File: src/rtl/d_hazard_ctrl.sv
// ---------------------------------------------------------------------------
// d_hazard_ctrl
//
// Purpose:
//   Hazard and stall sequencer for the 5-stage MIPS pipeline. It drives the
//   stage-register enables and bubble controls. It detects load-use hazards,
//   freezes the pipeline while data memory is not ready, and flushes IF/ID on
//   taken branches. A memory access that stays not-ready for too long sends
//   the block into a sticky HALT, which only reset can clear.
//
// Parameters:
//   MEM_TIMEOUT  not-ready cycles tolerated before HALT (must be >= 2)
//   CNT_W        width of the stall performance counter
//
// Optional feature (macro HZ_PERF_CNT_EN):
//   If defined, o_hz_stall_cnt is a saturating count of stall cycles.
//   If undefined, no counter flops are built and o_hz_stall_cnt is tied to 0.
//
// Ports:
//   i_clk, i_rst_n        clock (rising edge), asynchronous active-low reset
//   i_hz_id_rs/_id_rt     source register fields of the instruction in ID
//   i_hz_ex_rt            destination rt of the instruction in EX
//   i_hz_ex_memread       the instruction in EX is a load
//   i_hz_mem_req          the MEM stage holds a load or store
//   i_hz_mem_ready        data memory completes the access this cycle
//   i_hz_branch_taken     EX resolved a taken branch
//   o_hz_pc_en            PC update enable
//   o_hz_ifid_en          IF/ID register enable
//   o_hz_ifid_flush       clear IF/ID to NOP
//   o_hz_idex_bubble      zero all ID/EX control bits
//   o_hz_exmem_en         ID/EX and EX/MEM register enable
//   o_hz_memwb_bubble     zero MEM/WB regwrite
//   o_hz_mem_err          sticky memory-timeout flag
//   o_hz_stall_cnt        total stall cycles (saturating)
// ---------------------------------------------------------------------------
module d_hazard_ctrl #(
  parameter int MEM_TIMEOUT = 16,
  parameter int CNT_W       = 16
) (
  input  logic             i_clk,
  input  logic             i_rst_n,
  input  logic [4:0]       i_hz_id_rs,
  input  logic [4:0]       i_hz_id_rt,
  input  logic [4:0]       i_hz_ex_rt,
  input  logic             i_hz_ex_memread,
  input  logic             i_hz_mem_req,
  input  logic             i_hz_mem_ready,
  input  logic             i_hz_branch_taken,
  output logic             o_hz_pc_en,
  output logic             o_hz_ifid_en,
  output logic             o_hz_ifid_flush,
  output logic             o_hz_idex_bubble,
  output logic             o_hz_exmem_en,
  output logic             o_hz_memwb_bubble,
  output logic             o_hz_mem_err,
  output logic [CNT_W-1:0] o_hz_stall_cnt
);

  typedef enum logic [1:0] {
    RUN   = 2'd0,
    MWAIT = 2'd1,
    HALT  = 2'd2
  } state_t;

  localparam int                WCNT_W    = $clog2(MEM_TIMEOUT) + 1;
  localparam logic [WCNT_W-1:0] WAIT_LAST = WCNT_W'(MEM_TIMEOUT - 1);

  state_t            r_state;
  state_t            w_state_nxt;
  logic [WCNT_W-1:0] r_wait_cnt;
  logic [WCNT_W-1:0] w_wait_cnt_nxt;
  logic              w_load_use;
  logic              w_eval_events;

  // A load in EX whose destination feeds the instruction in ID. Register 0 is
  // never a real dependency, because it is hard-wired to zero.
  assign w_load_use = i_hz_ex_memread && (i_hz_ex_rt != 5'd0) &&
                      ((i_hz_ex_rt == i_hz_id_rs) || (i_hz_ex_rt == i_hz_id_rt));

  // Branch and load-use are examined only when the pipeline moves this cycle.
  // That is RUN without a memory wait, or the MWAIT cycle that releases. A
  // frozen event is therefore picked up again on release, not lost.
  assign w_eval_events = ((r_state == RUN)   && !(i_hz_mem_req && !i_hz_mem_ready)) ||
                         ((r_state == MWAIT) && i_hz_mem_ready);

  // State and wait counter registers.
  always_ff @(posedge i_clk or negedge i_rst_n) begin
    if (!i_rst_n) begin
      r_state    <= RUN;
      r_wait_cnt <= '0;
    end else begin
      r_state    <= w_state_nxt;
      r_wait_cnt <= w_wait_cnt_nxt;
    end
  end

  // Next-state logic and outputs.
  // Priority in a moving cycle is: memory wait, then taken branch, then
  // load-use. Holding reset overrides everything with the reset output pattern.
  always_comb begin
    w_state_nxt       = r_state;
    w_wait_cnt_nxt    = r_wait_cnt;
    o_hz_pc_en        = 1'b1;
    o_hz_ifid_en      = 1'b1;
    o_hz_ifid_flush   = 1'b0;
    o_hz_idex_bubble  = 1'b0;
    o_hz_exmem_en     = 1'b1;
    o_hz_memwb_bubble = 1'b0;
    o_hz_mem_err      = 1'b0;

    case (r_state)
      RUN: begin
        if (i_hz_mem_req && !i_hz_mem_ready) begin
          o_hz_pc_en        = 1'b0;
          o_hz_ifid_en      = 1'b0;
          o_hz_exmem_en     = 1'b0;
          o_hz_memwb_bubble = 1'b1;
          w_state_nxt       = MWAIT;
          w_wait_cnt_nxt    = WCNT_W'(1);
        end
      end
      MWAIT: begin
        if (!i_hz_mem_ready) begin
          o_hz_pc_en        = 1'b0;
          o_hz_ifid_en      = 1'b0;
          o_hz_exmem_en     = 1'b0;
          o_hz_memwb_bubble = 1'b1;
          w_wait_cnt_nxt    = r_wait_cnt + WCNT_W'(1);
          if (r_wait_cnt == WAIT_LAST) begin
            w_state_nxt = HALT;
          end
        end else begin
          w_state_nxt    = RUN;
          w_wait_cnt_nxt = '0;
        end
      end
      HALT: begin
        o_hz_pc_en        = 1'b0;
        o_hz_ifid_en      = 1'b0;
        o_hz_exmem_en     = 1'b0;
        o_hz_idex_bubble  = 1'b1;
        o_hz_memwb_bubble = 1'b1;
        o_hz_mem_err      = 1'b1;
      end
      default: begin
        w_state_nxt    = RUN;
        w_wait_cnt_nxt = '0;
      end
    endcase

    if (w_eval_events) begin
      if (i_hz_branch_taken) begin
        o_hz_ifid_flush  = 1'b1;
        o_hz_idex_bubble = 1'b1;
      end else if (w_load_use) begin
        // The load moves to MEM next cycle, so one bubble is enough.
        o_hz_pc_en       = 1'b0;
        o_hz_ifid_en     = 1'b0;
        o_hz_idex_bubble = 1'b1;
      end
    end

    if (!i_rst_n) begin
      o_hz_pc_en        = 1'b0;
      o_hz_ifid_en      = 1'b0;
      o_hz_exmem_en     = 1'b0;
      o_hz_ifid_flush   = 1'b1;
      o_hz_idex_bubble  = 1'b1;
      o_hz_memwb_bubble = 1'b1;
      o_hz_mem_err      = 1'b0;
    end
  end

`ifdef HZ_PERF_CNT_EN
  logic [CNT_W-1:0] r_stall_cnt;

  // Saturating stall counter. It counts every cycle that holds the PC, except
  // cycles in HALT. The counter does not run while reset is held.
  always_ff @(posedge i_clk or negedge i_rst_n) begin
    if (!i_rst_n) begin
      r_stall_cnt <= '0;
    end else if (!o_hz_pc_en && (r_state != HALT) && (r_stall_cnt != '1)) begin
      r_stall_cnt <= r_stall_cnt + CNT_W'(1);
    end
  end

  assign o_hz_stall_cnt = r_stall_cnt;
`else
  assign o_hz_stall_cnt = '0;
`endif

endmodule

File: config.mk
export PLATFORM = sky130hd
export DESIGN_NAME = d_hazard_ctrl
export DESIGN_NICKNAME = d
export VERILOG_FILES = /design/src/rtl/d_hazard_ctrl.sv
export SDC_FILE = /design/constraint.sdc
export NUM_CORES = 1
export LEC_CHECK = 0
export CAP_MARGIN = 20
export CORE_MARGIN = 2
export CORE_UTILIZATION = 38
export DETAILED_ROUTE_END_ITERATION = 8
export GPL_TIMING_DRIVEN = 0
export PLACE_DENSITY = 0.91
export SETUP_SLACK_MARGIN = 0.4
export SKIP_LAST_GASP = 1
export SYNTH_ARGS = -nofsm -noshare
export SYNTH_HDL_FRONTEND = slang
export SYNTH_SLANG_ARGS = --single-unit
File: constraint.sdc
create_clock -name i_clk -period 4.9 [get_ports i_clk]
set_input_delay 1.225 -clock i_clk [delete_from_list [all_inputs] [get_ports i_clk]]
set_output_delay 1.225 -clock i_clk [all_outputs]
set_load 0.02 [all_outputs]
==> results.toml <==
[worst_setup_path]
ff2ff_setup_slack_ps = 3530
critPathMaxFanout = 3
cp_top_family = "buffers and inverters"
timing.reg2reg.worst_path_depth = 4
worst_ep_arrival_time_ps = 3110
critical_path_source_type = "primary input"
crit_buf_inv = 3
timing.critical_path.slowest_cell_delay_ps = 570
timing.critical_path.cells = "clkdlybuf4s50_1, or4_1, o21ai_1, or3_1, o21ba_1, buf_4, dlygate4sd2_1"
timing.rr.end = "r_state[1]"
setup.worst_path.end_class = "output pin"
cp-endpoint = "o_hz_pc_en"
critPathLaunch = "i_hz_ex_rt[1]"
rr_startpoint = "r_wait_cnt[0]"
crit_slowest_cell = "or4_1"
path_class = "in -> out"
critical_path_cell_count = 7
cp.required_ps = 3670

[cells_and_area]
most-common-layout-cells = "clkdlybuf4s50_1 (25), buf_4 (17), conb_1 (16), xor2_1 (11), dfrtp_1 (7)"
postLayoutCoreUtil_pct = 61.4
n_antenna_cell = 0
multiInputGateArea_um2 = 397
final_common_cell = "clkdlybuf4s50_1"
post_route_cells_drive_above_1_share_pct = 19.5
nFillCells = 153
fin_nets = 147
regArea_um2 = 175
area.growth.synth_to_final_pct = 55.8

[floorplanning]
fp.dieW_um = 45.9
io_pins = 44
floorplan.initialDensity_pct = 39.4
fp.coreArea_um2 = 1690
die_area_um2 = 2100
row_count = 15
floorplan.die.height_um = 45.9

[logic_synthesis]
synth_xor_area_share_pct = 15.8
post_synth_fa_ha_maj_area_fraction_pct = 3.76
synthCells = 77
mappedNetlistArea_um2 = 666
synth_top_family_by_area = "buffers and inverters"
syn_area_per_cell_um2 = 8.64
synth_seq_area_share_pct = 26.3
compound_gate_portion_of_the_synthesized_area_pct = 16.0
synth-seq-cells = 7
yosys-mux-area-fraction_pct = 1.50
synth_simple_gate_area_share_pct = 13.5
yosysWarnings = 0
number_of_different_library_cells_in_the_post_synthesis_netlist = 27

[routing]
via_count = 610
route.antenna.remaining_nets = 0
detailedRoute.firstPassIterationCount = 2
drt_drc_violations_left = 0
viasPerCell = 4.36
wl_um = 1340
avgRoutedWirePerCell_um = 9.54
first_iter_violations = 2

[grt]
grt_pass1_wl_um = 2060
largest_net_degree_at_the_start_of_global_routing = 11
use_met2_pct = 28.1
track_usage_pct = 14.6
grt_pass1_vias = 538
gr-usage-met1_pct = 12.3
grt_antenna_before_repair = 0
layer_with_the_highest_usage_after_global_routing = "met2"
grt_remaining_overflow = 0
globalRouteMet3Util_pct = 5.16

[power]
clock_power_share_pct = 27.0
power_density_nw_per_um2 = 187
seqPwrFrac_pct = 33.3
p_leak_nw = 0.523
power_report.internal_total_w = 0.000134
highest_ir_drop_seen_on_vdd_mv = 0.121
power_frac_comb_pct = 39.7
net-switching-power_w = 0.0000601
p_sw_share_pct = 31.0

[timing]
setup_tns_ps = 0
setup_ws_ps = 567
grt_setup_unrepaired = "false"
timing.final.setup_violations = 0
worst_clock_skew_ps = 2.01
min_period_over_period_pct = 88.4
timing_max_transition_violations_final = 0
worst_hold_slack_ps = 493
max_freq_ghz = 0.231
count_of_endpoints_failing_hold_in_the_final_timing_report = 0
fin_crit_ps = 4330

[cts]
clock_tree_from_tritoncts = "built"
cts_buffer_depth = 2
clock-sinks = 7
ctsRootBufferMaster = "clkbuf_4"
cts.hold.buffers_added = 0
clock_transition_at_the_register_clock_pins_on_the_worst_setup_and_hold_paths_after_cts_ps = 50
insertion_delay_ps = 250
numCtsBuffers = 3
cts_max_level = 1

[place]
place.detailed.hpwl_um = 1200
place_ws_ps = 217
io_buffer_count = 27
routabilityCongestion = 0.777

[flow_run]
max_cap_viol_count = 0

[worst_hold_path]
hp-class = "reg -> reg"

[status]
outcome = "finished clean"
-- cell usage after synthesis --
master	n	area share [%]
buf_4	17	19
xor2_1	11	14
dfrtp_1	7	26
nand2_1	5	2.8
o21ai_0	5	3.8
nor2_1	4	2.3
inv_1	3	1.7
a21oi_1	2	1.5
ha_1	2	3.8
nor3_1	2	1.5
o21ba_1	2	3.0
o31ai_1	2	2.3
a21bo_2	1	1.5
a22oi_1	1	1.1
a31o_2	1	1.3
a32o_1	1	1.5
and2_1	1	0.94
and2b_2	1	1.3
and3_1	1	0.94
buf_6	1	1.7
conb_1	1	0.56
mux2i_1	1	1.5
nand3_1	1	0.75
or2_1	1	0.94
or3_1	1	0.94
or4_1	1	1.1
xnor2_1	1	1.3
-- power groups by stage --
stage / registers (W) / logic [W] / clock network (W)
6_report: 0.0000646 / 0.0000769 / 0.0000523
5_1_grt: 0.0000650 / 0.0000841 / 0.0000558
4_1_cts: 0.0000646 / 0.0000772 / 0.0000540
3_5_place_dp: 0.0000656 / 0.0000779 / 0
3_3_place_gp: 0.0000653 / 0.0000761 / 0
2_1_floorplan: 0.0000650 / 0.0000474 / 0
-- cell families (layout without fill, tap and decap cells) --
family | Yosys count | after routing
buf+inv | 21 | 52
xor+xnor | 12 | 12
simple gates | 18 | 18
flops | 7 | 7
compound gates | 15 | 15
mux | 1 | 1
fa+ha+maj | 2 | 2
other cells | 1 | 16
-- layer usage --
metal	part of all wire, %	routed length (um)
met1	33	444
met2	54	718
met3	11	152
met4	1.6	21
met5	0	0
-- registers in the layout, indices dropped and copies added (netlist names) --
signal,flops
r_state,2
r_wait_cnt,5
-- worst register-to-register path: cells and delay by family, from the launching register on --
family,cells,cell delay (ps)
AO/OA/AOI/OAI,1,240
adder cells (fa/ha/maj),2,430
flip-flops,1,400
AND/OR/NAND/NOR,1,190
-- what timing repair did --
item,in CTS,in global routing
setup endpoints to repair,2,0
gates resized for setup,3,0
buffers inserted,0,0
-- how the worst min path moves through the flow --
| stage | cells after the start | end | from | slack (ps) |
|---|---|---|---|---|
| 2_1_floorplan | 2 | r_wait_cnt[4] | r_wait_cnt[4] | 450 |
| 5_1_grt | 2 | r_wait_cnt[4] | r_wait_cnt[4] | 530 |
| 3_3_place_gp | 2 | r_wait_cnt[4] | r_wait_cnt[4] | 460 |
| 3_5_place_dp | 2 | r_wait_cnt[4] | r_wait_cnt[4] | 490 |
| 6_report | 2 | r_wait_cnt[4] | r_wait_cnt[4] | 490 |
| 4_1_cts | 1 | r_wait_cnt[0] | r_wait_cnt[0] | 500 |
-- through the flow --
stage	cell area, um^2	std cells	total power (W)
global placement	1010	136	0.000141
CTS	1040	140	0.000196
global route	1040	140	0.000205
finish	1040	140	0.000194
floorplan	722	92	0.000112
detailed placement	1010	136	0.000143
-- area by class of cell --
| type | count | area share [%] |
|---|---|---|
| clock buffer | 4 | 2.53 |
| inverter | 3 | 1.09 |
| tap | 17 | 2.05 |
| multi-input combinational | 64 | 38.2 |
| buffer | 18 | 13.4 |
| sequential | 7 | 16.9 |
| timing repair buffer | 27 | 25.8 |
No activity file was read; power rests on OpenSTA's default activity.
